--- src/rtl/truth_table_pkg.sv ---
// Shared types and size helpers for the truth-table LUT: FSM state encoding
// and the table-bits / config-beats derivations used by top and loader.
package truth_table_pkg;

    typedef enum logic [1:0] {
        ST_EMPTY = 2'd0,
        ST_LOAD  = 2'd1,
        ST_READY = 2'd2
    } lut_state_e;

    function automatic int tbl_bits(input int n_in);
        return 1 << n_in;
    endfunction

    function automatic int tbl_beats(input int n_in, input int cfg_w);
        return (tbl_bits(n_in) + cfg_w - 1) / cfg_w;
    endfunction

endpackage

--- src/rtl/truth_table_lut_if.sv ---
// Config, input and result channels of the truth-table LUT.
// The master side drives config beats and input vectors and consumes results.
interface truth_table_lut_if #(
    parameter int N_IN  = 3,
    parameter int CFG_W = 8
);
    logic             cfg_valid;
    logic             cfg_ready;
    logic [CFG_W-1:0] cfg_data;
    logic             cfg_last;
    logic             in_valid;
    logic             in_ready;
    logic [N_IN-1:0]  in_vec;
    logic             out_valid;
    logic             out_ready;
    logic             out;
    logic             loaded;
    logic             cfg_err;

    modport master (
        output cfg_valid, cfg_data, cfg_last, in_valid, in_vec, out_ready,
        input  cfg_ready, in_ready, out_valid, out, loaded, cfg_err
    );

    modport slave (
        input  cfg_valid, cfg_data, cfg_last, in_valid, in_vec, out_ready,
        output cfg_ready, in_ready, out_valid, out, loaded, cfg_err
    );
endinterface

--- src/rtl/truth_table_loader.sv ---
// Config loader: gathers beats MSB-chunk first into a staging register and
// flags commit (final beat with cfg_last) or abort (cfg_last on the wrong beat).
module truth_table_loader
    import truth_table_pkg::*;
#(
    parameter int N_IN  = 3,
    parameter int CFG_W = 8
) (
    input  logic                      clk,
    input  logic                      reset,
    input  logic                      beat_fire,
    input  logic [CFG_W-1:0]          cfg_data,
    input  logic                      cfg_last,
    output logic                      commit,
    output logic                      abort,
    output logic [tbl_bits(N_IN)-1:0] new_table
);
    localparam int T     = tbl_bits(N_IN);
    localparam int B     = tbl_beats(N_IN, CFG_W);
    localparam int CNT_W = (B > 1) ? $clog2(B) : 1;

    logic [CNT_W-1:0] beat_q, beat_d;
    logic             is_final;

    // Upper bits of the final beat are don't-care when T is not a multiple of CFG_W.
    wire cfg_data_unused = ^cfg_data;

    assign is_final = (beat_q == CNT_W'(B - 1));
    assign commit   = beat_fire && cfg_last && is_final;
    assign abort    = beat_fire && (cfg_last != is_final);

    // NOTE: every always_comb output gets a default first, so no path infers a latch.
    always_comb begin
        beat_d = beat_q;
        if (commit || abort) begin
            beat_d = '0;
        end else if (beat_fire) begin
            beat_d = beat_q + 1'b1;
        end
    end

    // NOTE: sequential state uses <= so every flop samples pre-edge values.
    always_ff @(posedge clk) begin
        if (reset) begin
            beat_q <= '0;
        end else begin
            beat_q <= beat_d;
        end
    end

    generate
        if (B == 1) begin : g_single
            assign new_table = cfg_data[T-1:0];
        end else begin : g_multi
            localparam int SW = (B - 1) * CFG_W;
            localparam int R  = T - SW;

            logic [SW-1:0]       stg_q, stg_d;
            logic [SW+CFG_W-1:0] shifted;

            assign shifted = {stg_q, cfg_data};

            always_comb begin
                stg_d = stg_q;
                if (commit || abort) begin
                    stg_d = '0;
                end else if (beat_fire) begin
                    stg_d = shifted[SW-1:0];
                end
            end

            always_ff @(posedge clk) begin
                if (reset) begin
                    stg_q <= '0;
                end else begin
                    stg_q <= stg_d;
                end
            end

            // The final beat supplies only the low R bits of the table.
            assign new_table = {stg_q, cfg_data[R-1:0]};
        end
    endgenerate

endmodule

--- src/rtl/truth_table_lut.sv ---
// Reloadable N_IN-input truth-table LUT with a one-cycle registered result.
// Define LUT_FILTER_EN to add a FILTER_LEN-deep agreement filter on the output.
module truth_table_lut
    import truth_table_pkg::*;
#(
    parameter int N_IN       = 3,
    parameter int CFG_W      = 8,
    parameter int FILTER_LEN = 4
) (
    input logic              clk,
    input logic              reset,
    truth_table_lut_if.slave bus
);
    localparam int T = tbl_bits(N_IN);

    lut_state_e      state_q;
    logic [T-1:0]    active_q, active_d;
    logic [T-1:0]    new_table;
    logic            loaded_q, loaded_d;
    logic            cfg_err_q, cfg_err_d;
    logic            out_q, out_d;
    logic            out_valid_q, out_valid_d;
    logic            cfg_fire, in_fire, commit, abort;
    logic            raw, eval_out;
    logic [N_IN-1:0] idx;

    assign bus.cfg_ready = (state_q != ST_READY) || !out_valid_q;
    assign bus.in_ready  = (state_q == ST_READY) && !bus.cfg_valid &&
                           (!out_valid_q || bus.out_ready);
    assign cfg_fire      = bus.cfg_valid && bus.cfg_ready;
    assign in_fire       = bus.in_valid && bus.in_ready;

    truth_table_loader #(.N_IN(N_IN), .CFG_W(CFG_W)) u_loader (
        .clk       (clk),
        .reset     (reset),
        .beat_fire (cfg_fire),
        .cfg_data  (bus.cfg_data),
        .cfg_last  (bus.cfg_last),
        .commit    (commit),
        .abort     (abort),
        .new_table (new_table)
    );

    // MSB-first table: row i lives at bit T-1-i, which is simply ~i.
    assign idx = ~bus.in_vec;
    assign raw = active_q[idx];

    always_ff @(posedge clk) begin
        if (reset) begin
            state_q <= ST_EMPTY;
        end else if (cfg_fire) begin
            if (commit || abort) begin
                state_q <= (commit || loaded_q) ? ST_READY : ST_EMPTY;
            end else begin
                state_q <= ST_LOAD;
            end
        end
    end

`ifdef LUT_FILTER_EN
    localparam int FC_W = $clog2(FILTER_LEN + 1);

    logic [FC_W-1:0] fcnt_q, fcnt_d;
    logic            filt_out;

    // Count consecutive lookups disagreeing with out; flip once FILTER_LEN is reached.
    always_comb begin
        fcnt_d   = fcnt_q;
        filt_out = out_q;
        if (commit) begin
            fcnt_d = '0;
        end else if (in_fire) begin
            if (raw == out_q) begin
                fcnt_d = '0;
            end else if (fcnt_q == FC_W'(FILTER_LEN - 1)) begin
                fcnt_d   = '0;
                filt_out = raw;
            end else begin
                fcnt_d = fcnt_q + 1'b1;
            end
        end
    end

    always_ff @(posedge clk) begin
        if (reset) begin
            fcnt_q <= '0;
        end else begin
            fcnt_q <= fcnt_d;
        end
    end

    assign eval_out = filt_out;
`else
    wire [31:0] filter_len_unused = 32'(FILTER_LEN);

    assign eval_out = raw;
`endif

    always_comb begin
        active_d    = active_q;
        loaded_d    = loaded_q;
        cfg_err_d   = cfg_err_q;
        out_d       = out_q;
        out_valid_d = out_valid_q;
        if (commit) begin
            active_d = new_table;
            loaded_d = 1'b1;
        end
        if (abort) begin
            cfg_err_d = 1'b1;
        end
        if (in_fire) begin
            out_valid_d = 1'b1;
            out_d       = eval_out;
        end else if (bus.out_ready) begin
            out_valid_d = 1'b0;
        end
    end

    // NOTE: the table is a register, not a RAM, so it is reset: lookups before any load read 0.
    always_ff @(posedge clk) begin
        if (reset) begin
            active_q    <= '0;
            loaded_q    <= 1'b0;
            cfg_err_q   <= 1'b0;
            out_q       <= 1'b0;
            out_valid_q <= 1'b0;
        end else begin
            active_q    <= active_d;
            loaded_q    <= loaded_d;
            cfg_err_q   <= cfg_err_d;
            out_q       <= out_d;
            out_valid_q <= out_valid_d;
        end
    end

    assign bus.out       = out_q;
    assign bus.out_valid = out_valid_q;
    assign bus.loaded    = loaded_q;
    assign bus.cfg_err   = cfg_err_q;

endmodule

--- src/flat_wrapper.sv ---
// flat-port wrapper written by rule: the top's interface ports become plain ports
module truth_table_lut_flat import truth_table_pkg::*;
#(
    parameter int N_IN       = 3,
    parameter int CFG_W      = 8,
    parameter int FILTER_LEN = 4
)
  (clk, reset, bus_cfg_valid, bus_cfg_data, bus_cfg_last, bus_in_valid, bus_in_vec, bus_out_ready, bus_cfg_ready, bus_in_ready, bus_out_valid, bus_out, bus_loaded, bus_cfg_err);
  truth_table_lut_if #(.N_IN(N_IN), .CFG_W(CFG_W)) bus_i ();
  input logic clk;
  input logic reset;
  input wire logic [$bits(bus_i.cfg_valid)-1:0] bus_cfg_valid;
  input wire logic [$bits(bus_i.cfg_data)-1:0] bus_cfg_data;
  input wire logic [$bits(bus_i.cfg_last)-1:0] bus_cfg_last;
  input wire logic [$bits(bus_i.in_valid)-1:0] bus_in_valid;
  input wire logic [$bits(bus_i.in_vec)-1:0] bus_in_vec;
  input wire logic [$bits(bus_i.out_ready)-1:0] bus_out_ready;
  output wire logic [$bits(bus_i.cfg_ready)-1:0] bus_cfg_ready;
  output wire logic [$bits(bus_i.in_ready)-1:0] bus_in_ready;
  output wire logic [$bits(bus_i.out_valid)-1:0] bus_out_valid;
  output wire logic [$bits(bus_i.out)-1:0] bus_out;
  output wire logic [$bits(bus_i.loaded)-1:0] bus_loaded;
  output wire logic [$bits(bus_i.cfg_err)-1:0] bus_cfg_err;
  assign bus_i.cfg_valid = bus_cfg_valid;
  assign bus_i.cfg_data = bus_cfg_data;
  assign bus_i.cfg_last = bus_cfg_last;
  assign bus_i.in_valid = bus_in_valid;
  assign bus_i.in_vec = bus_in_vec;
  assign bus_i.out_ready = bus_out_ready;
  assign bus_cfg_ready = bus_i.cfg_ready;
  assign bus_in_ready = bus_i.in_ready;
  assign bus_out_valid = bus_i.out_valid;
  assign bus_out = bus_i.out;
  assign bus_loaded = bus_i.loaded;
  assign bus_cfg_err = bus_i.cfg_err;
  truth_table_lut #(.N_IN(N_IN), .CFG_W(CFG_W), .FILTER_LEN(FILTER_LEN)) u_core (.clk(clk), .reset(reset), .bus(bus_i));
endmodule
--- config.mk ---
export PLATFORM = sky130hd
export DESIGN_NAME = truth_table_lut_flat
export DESIGN_NICKNAME = d
export VERILOG_FILES = /design/src/rtl/truth_table_pkg.sv /design/src/rtl/truth_table_lut_if.sv /design/src/rtl/truth_table_loader.sv /design/src/rtl/truth_table_lut.sv /design/src/flat_wrapper.sv
export SDC_FILE = /design/constraint.sdc
export NUM_CORES = 1
export LEC_CHECK = 0
export ABC_CLOCK_PERIOD_IN_PS = 1900
export CORE_MARGIN = 2
export CORE_UTILIZATION = 45
export CTS_BUF_LIST = sky130_fd_sc_hd__clkbuf_8 sky130_fd_sc_hd__clkbuf_16
export DETAILED_ROUTE_END_ITERATION = 10
export DONT_BUFFER_PORTS = 1
export PLACE_DENSITY_LB_ADDON = 0.25
export SLEW_MARGIN = 10
export SYNTH_ARGS = -nofsm -noshare
export SYNTH_HDL_FRONTEND = slang
export SYNTH_HIERARCHICAL = 1
export SYNTH_SLANG_ARGS = --single-unit
--- constraint.sdc ---
create_clock -name clk -period 1.9 [get_ports clk]
set_input_delay 0.19 -clock clk [delete_from_list [all_inputs] [get_ports clk]]
set_output_delay 0.19 -clock clk [all_outputs]
set_load 0.02 [all_outputs]
Word-level counts from Yosys, hierarchy flattened
Index checks and enable logic that the tools add are counted.

word-level totals
  register bits after elaboration = 15
  bits in latches = 0
  RAM bits = 0
  ROM bits = 0
  bits of input ports = 17
  output and inout bits = 6
  word-level logic and storage cells = 35
  memories = 0

cells by class
  add/subtract/negate cells = 1
  multipliers = 0
  div/mod/pow operators = 0
  order comparisons = 1
  equal/unequal tests = 3
  shifts and indexed selects = 0
  muxes and demuxes = 6
  bitwise gates (word level) = 2
  reductions and logical operators = 15

operators with widths
  kind                 count
  $logic_and 1x1->1    7
  $logic_or 1x1->1     4
  $lt 3x4->1 const B   1
  $mux 2               2
  $bmux 1 s3           1
  $mux 1               3
  $not 3->3            1
  $eq 2x2->1 const B   1
  $logic_not 1->1      2
  $ne 2x2->1 const B   1
  $reduce_bool 2->1    1
  $reduce_or 2->1      1
  $add 1x1->1 const B  1
  $ne 1x1->1           1
  $not 1->1            1

Longest topological paths before layout
Gate-level depths: netlist of the first run.

  word-level depth = 8
  gate-level depth with buffers = 8
  mapped depth without buffers = 7

Hierarchy
The synthesis of the first run kept the hierarchy.

modules (own cells, without submodules)
  module              instances  cells each  area an instance (um^2)
  truth_table_lut     1          63          604.3
  truth_table_loader  1          14          115.1

Worst setup path after synthesis of the first run
No wires, ideal clock.

  path kind = flip-flop to flip-flop
  from = register u_core.out_valid_q (netlist: u_core/bus.out_valid)
  to = register u_core.state_q[1]
  arrival time = 1581 ps
  path slack = 203 ps
  stages on the path, launching flop included = 9
  cell sequence = dfxtp_1 > nand3b_1 > and2_1 > nand2_1 > nor2_1 > buf_2 > nand3b_1 > a21oi_1 > nor3_1

on the way
  longest elaborated chain between the ends = 8

ends and longest elaborated chain
  item                              RTL line                  RTL
  start: declaration                truth_table_lut.sv:22     logic out_valid_q, out_valid_d;
  start signal: assignment          truth_table_lut.sv:133    out_valid_q <= out_valid_d;
  $logic_not 1->1 *                 truth_table_lut.sv:27     assign bus.cfg_ready = (state_q != ST_READY) || !out_valid_q;
  $logic_or 1x1->1 *                truth_table_lut.sv:27
  via bus_cfg_ready                 flat_wrapper.sv:18        output wire logic [$bits(bus_i.cfg_ready)-1:0] bus_cfg_ready;
  $logic_and 1x1->1 *               truth_table_lut.sv:30     assign cfg_fire = bus.cfg_valid && bus.cfg_ready;
  via u_core.cfg_fire               truth_table_lut.sv:23     logic cfg_fire, in_fire, commit, abort;
  $logic_and 1x1->1 * (2 in a row)  truth_table_loader.sv:29  assign commit = beat_fire && cfg_last && is_final;
  via u_core.commit                 truth_table_lut.sv:23
  $logic_or 1x1->1                  truth_table_lut.sv:53     state_q <= (commit || loaded_q) ? ST_READY : ST_EMPTY;
  $mux 2                            truth_table_lut.sv:53
  $mux 2 *                          truth_table_lut.sv:52     if (commit || abort) begin
  end signal: assignment            truth_table_lut.sv:53
  end: declaration                  truth_table_lut.sv:16     lut_state_e state_q;

Mark *: on every way through the listed nets, which the timed path passes. The rest lies on a longest branch.
A chain may end at the register's enable or synchronous reset.

Worst setup path after layout of the first run
  from = register u_core.state_q[0]
  to = register u_core.active_q[1]

on the way
  longest elaborated chain between the ends = 5

ends and longest elaborated chain
  item                            RTL line                  RTL
  $ne 2x2->1                      truth_table_lut.sv:27
  $logic_or 1x1->1                truth_table_lut.sv:27
  $logic_and 1x1->1               truth_table_lut.sv:30
  via u_core.cfg_fire             truth_table_lut.sv:23
  $logic_and 1x1->1 (2 in a row)  truth_table_loader.sv:29
  via u_core.commit               truth_table_lut.sv:23
  end signal: assignment          truth_table_lut.sv:129    active_q <= active_d;
  end: declaration                truth_table_lut.sv:17     logic [T-1:0] active_q, active_d;

The timed path passes the listed nets, and every way through them passes these cells.

==> results list, run 1 <==
* Result of the run: complete, no violations
* Worst VDD drop: 735 uV
- The count of final hold-check violations is 0.
- Wire length reported by the detailed router: 1160 um
- Final setup TNS: 0 ps
- Number of nets in the synthesized netlist: 94
* Reported leakage power: about 0.0003 uW
- Adder-cell area share of the yosys netlist: 0
- Grt ovf: 0
* Area after DPL: 686 um^2
* Pin count of the biggest net entering global routing: 17
* Max capacitance violation total: 0
* Data arrival time of the worst path: 1640 ps
* CTS HTree Levels: 1
* Area fraction in compound gates after synthesis: 0.0348
- Detailed placement ended at an HPWL of 854 um.
- Post-CTS Hold Fix Bufs: 0
- Parity-gate share of the synthesized area counting xor and xnor cells: 0.0122
* Num Clock Sinks: 15
- Together, buffers and inverters on the worst path number 1.
* DRT iter0 DRCs: 0
- The smallest clock period supported by the final layout is computed as 1510 ps.
* Core area: approximately 0.0015 mm^2
* Filler cell count in the final layout: around 140
* Syn-to-layout area delta: 2.96%
- Of the available clock period, the critical path in the final layout requires 0.793.
- Startpoint types: register
* Vias: 455
- Detailed-route wire length per cell: 12.8 um
- Gpl congestion: 0.734
* Clock tree from TritonCTS: built
- Std cell rows: 14
- By area, the combinational part of the netlist is dominated by simple AND/OR/NAND/NOR gates.
- Timing would allow up to ~660 MHz.
- The worst setup path is captured at a register.
- Type of the setup path with the least slack: reg -> reg
- Global-route wire length before repair: 1970 um
- # port buffers: 0
- Clock tree synthesis selected as its root buffer the cell sky130_fd_sc_hd__clkbuf_8.
- Die Span Y: 44.0 um
- Synthesized cell area: 719 um^2
- After detailed routing, the number of vias per cell comes to 5.06.
* Number of antenna diodes: 0
- Commonest cells after routing, fill and taps aside: sky130_fd_sc_hd__nor2_1, sky130_fd_sc_hd__dfxtp_1, sky130_fd_sc_hd__mux2i_1
* Final setup vio count: 0
* Cell repeated most along the worst path: sky130_fd_sc_hd__nor2_1
* Initial core utilization: 0.478
- At the later pin of the worst-skew pair, clock insertion delay measures 240 ps.
* Horizontal die dimension: 44.0 um
* Number of setup buffers added after CTS: 0
- For the pin with the worst max-slew slack, the measured transition is 442 ps.
* Simple-gate share of the synthesized area: 0.242
- Power per Cell Area: 870 mW/mm^2
* Utilization after layout: 0.492
* Worst path cell trace: nand3b_1, and2_1, nand2_1, nor2_1, buf_4, mux2i_1, nor2_1
* Worst-case reg-to-reg path depth: 7
* Die Outline Area: 0.00193 mm^2
- Across every metal layer, demand over resource in global routing totals 0.138.
- Sequential cell area fraction in the yosys report: 0.417
- Synth Instances: 77
- In this run the remaining antenna-violating nets after routing total 0.
- Min Hold Slack: 11.3 ps
- Grouping stages by cell kind, the critical path spends the most delay in simple AND/OR/NAND/NOR gates.
- Area of all placed cells without fillers: 741 um^2
- During synthesis, Yosys emitted a total of 6 warnings.
- Layout cell share with drive strength beyond 1: 0.108
* Vias in the first global route: 465
- The number of antenna violations at the first check in global routing came to 0.
- At the worst endpoint, the required time is 2030 ps.
* Number of library cell types mapped by synthesis: 23
- No sink is reached through more buffers than the 2 on the longest clock path.
- Dividing the synthesized area by the synthesized cell count gives 9.34 um^2.
- Clock skew on the completed layout was measured at 2.78 ps.
- Counting instances, the worst hold path has a depth of 1.
- The worst pin sits at a relative slew slack of 0.704.
- Setup repair after global routing left no endpoint under its margin.
- I/O pin count: 23
* Maximum fanout count along the critical path: 8
* Clock transition at path regs: 60 ps
- Remaining DRCs: 0
* Final net count: 92
- Pre-antenna DRT Iters: 1
* Number of buffers created by CTS: 3
* Cell type of the slowest stage on the worst timing path: sky130_fd_sc_hd__dfxtp_1
- Biggest cell delay along the critical path: 390 ps
* Cells resized by post-CTS repair: 0
* Class of the tightest hold or removal check: in -> reg
* Most frequent standard cell in the layout excluding fill and tap cells: sky130_fd_sc_hd__nor2_1
- Crit path depth: 7
- Synthesis-stage register bit count: 15
- The number of pins exceeding their max-slew limit in the final report was 0.
* Share of cell area taken by muxes after synthesis: 0.188
cell usage after synthesis:
cell	count	share of area
sky130_fd_sc_hd__or3_1	1	0.0087
sky130_fd_sc_hd__nor4b_4	1	0.033
sky130_fd_sc_hd__nand2b_1	1	0.0087
sky130_fd_sc_hd__nor2b_1	1	0.0087
sky130_fd_sc_hd__mux2i_1	12	0.17
sky130_fd_sc_hd__nand2_1	3	0.016
sky130_fd_sc_hd__mux2_4	1	0.021
sky130_fd_sc_hd__buf_2	1	0.0069
sky130_fd_sc_hd__a31oi_1	1	0.0087
sky130_fd_sc_hd__nor3b_2	1	0.017
sky130_fd_sc_hd__a2bb2oi_1	1	0.012
sky130_fd_sc_hd__nor2_1	17	0.089
sky130_fd_sc_hd__buf_4	8	0.083
sky130_fd_sc_hd__dfxtp_1	15	0.42
sky130_fd_sc_hd__nand3b_1	2	0.021
sky130_fd_sc_hd__inv_1	2	0.010
sky130_fd_sc_hd__a21oi_1	2	0.014
sky130_fd_sc_hd__clkbuf_1	1	0.0052
sky130_fd_sc_hd__and2_1	2	0.017
sky130_fd_sc_hd__xnor2_1	1	0.012
sky130_fd_sc_hd__nand4_1	1	0.0087
sky130_fd_sc_hd__nand3_1	1	0.0069
sky130_fd_sc_hd__nor3_1	1	0.0069
where the power goes:
| part | internal [uW] | switching (uW) |
|---|---|---|
| Clock | 143 | 104 |
| Combinational | 31.1 | 23.8 |
| Sequential | 330 | 13.7 |
| Total | 503 | 141 |
worst paths after layout:
| kind | slack, ps | startpoint | end |
|---|---|---|---|
| setup reg to reg | 390 | u_core/state_q[0]$_SDFFE_PP0P_ | u_core/active_q[1]$_SDFFE_PP0P_ |
| hold reg to reg | 490 | u_core/active_q[3]$_SDFFE_PP0P_ | u_core/active_q[3]$_SDFFE_PP0P_ |
| setup / recovery | 390 | u_core/state_q[0]$_SDFFE_PP0P_ | u_core/active_q[1]$_SDFFE_PP0P_ |
| hold / removal | 10 | reset | u_core/bus.out_valid$_SDFFE_PP0P_ |
metrics by stage:
| step | instances | total power [uW] | setup WS [ps] |
|---|---|---|---|
| after detailed placement | 85 | 403 | 420 |
| after floorplan | 77 | 409 | 203 |
| after global placement | 85 | 402 | 420 |
| final | 90 | 645 | 393 |
| after CTS | 89 | 653 | 399 |
| after global routing | 90 | 679 | 245 |
worst register-to-register path, delay by kind of cell, from the launching register on:
kind	cells	cell delay (ps)
simple gates	5	580
flops	1	390
buf+inv	1	220
mux	1	200
layer usage:
layer / share of wire / track usage
met5: 0 / 0
met4: 0 / 0.0182
met3: 0.11 / 0.104
met2: 0.44 / 0.215
met1: 0.45 / 0.156
registers in the layout, summed over array words and instances, names as in the netlist:
register / count
u_core/bus.out: 1
u_core/bus.out_valid: 1
u_core/active_q: 8
u_core/state_q: 2
u_core/u_loader/beat_q: 1
u_core/bus.cfg_err: 1
u_core/bus.loaded: 1
cell type report:
cell class              instances  area (um^2)  share of cell area
multi-input cells              50          343               0.463
flip-flops and latches         15          300               0.405
clock buffers                   3         41.3              0.0557
inverters                       2         7.51              0.0101
repair buffers                  3         25.0              0.0338
clock inverters                 1         3.75             0.00507
well taps                      16         20.0              0.0270
cell families (layout without fill, tap and decap cells):
family | after synthesis | in the layout
simple gates | 32 | 32
flops | 15 | 15
mux | 13 | 13
buf+inv | 12 | 9
compound gates | 4 | 4
xor+xnor | 1 | 1
No activity file was read; power rests on OpenSTA's default activity.
==> run 2, diff against run 1 <==
ABC_AREA = 1   (was default)
ABC_CLOCK_PERIOD_IN_PS = 1260   (was 1900)
clock period = 1.26 ns   (was 1.9 ns; I/O delays follow)
==> results list, run 2 <==
- Result of the run: complete, no violations
- Area leader, netlist: sky130_fd_sc_hd__dfxtp_1
- Power per Cell Area: 1220 mW/mm^2 (+40%)
- Max capacitance violation total: 0 (unchanged)
* Number of vias per cell: 4.82 (-4.6%)
- The reported leakage power came to 0.000372 uW (+21%).
* Final hold violations: 0 (unchanged)
- Maximum fanout count along the critical path: 3 (-5)
* Startpoint types: register
- The detailed router's first-iteration violation count was 5 (+5).
- The initial standard-cell utilization of the core was 0.488 (+0.0101).
- The clock latency reported for the late side of the worst-skew pair is 240 ps (about the same).
- Main synth FF type: sky130_fd_sc_hd__dfxtp_1
* Vias in the first global route: 525 (+13%)
- STA classifies the critical path endpoint as an output pin.
* Min Hold Slack: 47.4 ps (+36.1 ps)
- The post-synthesis average cell area was 7.22 um^2 (-23%).
* Area fraction in compound gates after synthesis: 0.153 (+0.118)
- The critical path is of the reg -> out type.
* GR Util All Layers: 0.146 (+0.00716)
- The synthesized cell area was 743 um^2 (+3.3%).
* Commonest cells after routing, fill and taps aside: sky130_fd_sc_hd__inv_1, sky130_fd_sc_hd__nand2_1, sky130_fd_sc_hd__dfxtp_1
- The number of ports placed on the die boundary was 23 (unchanged).
* Final Max Slew Viols: 0 (unchanged)
- In the finished design, the share of the clock period the worst path needs comes to 0.972.
- The final weighted congestion in routability-driven placement was 0.728 (-0.74%).
- The height of the chip came to 44.6 um (+1.5%).
* Final setup vio count: 0 (unchanged)
* Parity-gate share of the synthesized area counting xor and xnor cells: 0 (-0.0122)
- The fraction of synthesized cell area taken by the top area cell type is 0.404 (-0.0134).
- The overall overflow remaining after global route was 0 (unchanged).
- The number of antenna violations at the first check in global routing was 0 (unchanged).
- Simple-gate share of the synthesized area: 0.254 (+0.0125)
- Clock transition at path regs: 60 ps (about the same)
- The number of iterations in the first detailed-routing pass came to 3 (+2).
* Commonest cells in the netlist: sky130_fd_sc_hd__inv_1, sky130_fd_sc_hd__nand2_1, sky130_fd_sc_hd__dfxtp_1
- CTS HTree Levels: 1 (unchanged)
- The total CTS buffers came to 3 (unchanged).
- The total length of routed wires came to 1310 um (+13%).
- The number of nets in the layout came to 120 (+30%).
- Share of power burned in combinational logic: 0.123 (+0.038)
- Most common cell in the netlist: sky130_fd_sc_hd__inv_1
- The pin count of the biggest net entering global routing came to 17 (unchanged).
* Class of the tightest hold or removal check: in -> reg
* Half-perimeter wire length after detailed placement: 928 um (+8.7%)
* Number of setup buffers added after CTS: 0 (unchanged)
- The fill cell instance count of the final layout was 152 (+10%).
- The proportion of synthesized flip-flops having asynchronous set or reset is 0 (unchanged).
- The critical path data required time was 1130 ps (-900 ps).
* Largest family of logic cells by synthesized area: simple AND/OR/NAND/NOR gates
* Dominant cells by area after synthesis: sky130_fd_sc_hd__dfxtp_1, sky130_fd_sc_hd__inv_1, sky130_fd_sc_hd__buf_4
* Post-route ant nets: 0 (unchanged)
- The setup TNS after final layout came to 0 ps (unchanged).
* Internal power component: 766 uW (+52%)
- The switching part of the total was 0.249 (+0.0298).
* Std cell rows: 14 (unchanged)
* Number of nets in the synthesized netlist: 120 (+28%)
- The total power consumption of the routed design came to 1020 uW (+58%).
- Share of total power in sequential cells: 0.511 (-0.022)
- The distinct cell type count after synthesis was 18 (-22%).
- Area of combinational cells with multiple inputs: 355 um^2 (+3.6%)
- Clock Skews: 3.02 ps (+0.238 ps)
- The die width came to 44.6 um (+1.5%).
- Placed Cells incl. Taps: 113 (+33%)
* Power share of the clock group: 0.366 (-0.016)
- The fraction of the yosys area taken by sequential cells was 0.404 (-0.0134).
- The arrival time at the worst endpoint came to 1100 ps (-540 ps).
* Net Sw Power: 254 uW (+80%)
- The pre-CTS setup slack was -3.42 ps (-423 ps).
- Adder-cell area share of the yosys netlist: 0 (unchanged)
- The worst path in the final design needs a cycle of between 1000 and 1500 ps, including I/O delays and setup.
- Slew Limit Headroom: 0.798 (+0.0942)
- Vias: 569 (+25%)
- Core area: 0.00152 mm^2 (+1.2%)
- Largest register by flop count: u_core/active_q
- The warning count from the yosys run came to 6 (unchanged).
- The final antenna diode count came to 0 (unchanged).
* Global-route wire length before repair: 2100 um (+6.6%)
- The fraction of final layout cells sized beyond drive strength 1 came to 0.294 (+0.186).
* Maximum clock rate: ~800 MHz
- Syn-to-layout area delta: 13.0%
- The number of enable flip-flop cells after synthesis came to 0 (unchanged).
* Synth Instances: 103 (+34%)
* Die Outline Area: 0.00199 mm^2 (+3.0%)
- Num Clock Sinks: 15 (unchanged)
- # port buffers: 0 (unchanged)
- The maximum buffer depth of the clock tree is 2 (unchanged).
- The post-synthesis mux area share is 0 (-0.188).
* Worst VDD drop: 658 uV (-10%)
- Detailed-route wire length per cell: 11.1 um (-14%)
- Most frequent standard cell in the layout excluding fill and tap cells: sky130_fd_sc_hd__inv_1
- The number of cells in the finished layout apart from fillers was 118 (+31%).
- The largest registers in the layout are u_core/active_q x8, u_core/state_q x2.
- TritonCTS built the clock tree.
- Final Worst Setup Slack: 35.7 ps (-357 ps)
* Slew at the pin with the worst max-slew slack: 302 ps (-140 ps)
* Remaining DRCs: 0 (unchanged)
* Unrepaired setup endpoints after global routing: true
- The flip-flop count of the largest register after layout is 8 (unchanged).
- The slowest stage of the critical path belongs to the cell sky130_fd_sc_hd__dfxtp_2.
* Worst path cell trace: buf_4, inv_1, nor2_4, nor2_2
- Synthesis-stage register bit count: 15 (unchanged)
- Root cell of the clock tree: sky130_fd_sc_hd__clkbuf_8
- The flip-flop and latch area was 304 um^2 (+1.3%).
- Biggest cell delay along the critical path: 330 ps (-60 ps)
## run 2: cell types whose count changed after synthesis, sizes merged, moves of 6 or more
cell	delta
a21oi	+10
inv	+18
mux2i	-12
nand2	+14
nor2	-6
o21ai	+10
## run 2: what timing repair did
item	in CTS	in global routing
hold endpoints to repair	5	0
resized for setup	2	17
hold buffers	1	0
pin swaps	1	0
endpoints found under the setup margin	3	12
## run 2: power by group through the flow
stage               Sequential [uW]  Clock [uW]  Combinational [uW]
floorplan                       530           0                 108
finish                          521         374                 125
CTS                             521         384                 112
detailed placement              531           0                 105
global placement                530           0                 104
global route                    524         398                 144
## run 2: cells by family after synthesis
logic type | count (synthesis)
AOI/OAI and AO/OA | 22
DFF | 15
and+or+nand+nor | 37
buffers and inverters | 29
## run 2: final cells by class
| type | count | share of cell area |
|---|---|---|
| Sequential cell | 15 | 0.362 |
| Clock buffer | 3 | 0.0492 |
| Timing Repair Buffer | 4 | 0.0387 |
| Tap cell | 16 | 0.0238 |
| Multi-Input combinational cell | 59 | 0.423 |
| Clock inverter | 1 | 0.00447 |
| Inverter | 20 | 0.0984 |
## run 2: routing by layer
layer  up-vias  routed length (um)  GRT usage
li1        312                   -          -
met1       241                 568      0.166
met2        14                 644      0.232
met3         2                  87     0.0490
met4         0                   8     0.0909
met5         -                   0          0
## run 2: per-stage QoR
| stage | utilization | cell area (um^2) |
|---|---|---|
| 2_1_floorplan | - | 764 |
| 3_3_place_gp | 0.483 | 736 |
| 3_5_place_dp | 0.483 | 736 |
| 4_1_cts | 0.522 | 796 |
| 5_1_grt | 0.551 | 840 |
| 6_report | 0.551 | 840 |
## run 2: worst paths after layout
check / to / from / depth (start not counted) / slack [ps]
hold reg to reg: u_core/active_q[4]$_SDFFE_PP0P_ / u_core/active_q[4]$_SDFFE_PP0P_ / 2 / 450
setup / recovery: bus_in_ready / u_core/bus.out_valid$_SDFFE_PP0P_ / 4 / 40
hold / removal: u_core/active_q[6]$_SDFFE_PP0P_ / bus_cfg_data[6] / 2 / 50
setup reg to reg: u_core/active_q[3]$_SDFFE_PP0P_ / u_core/state_q[1]$_SDFFE_PP0P_ / 10 / 40
## run 2: worst max-delay path: cells and delay by family, from the launching register on
kind / cells / cell delay (ps)
flops: 1 / 330
simple gates: 2 / 270
buf+inv: 2 / 250
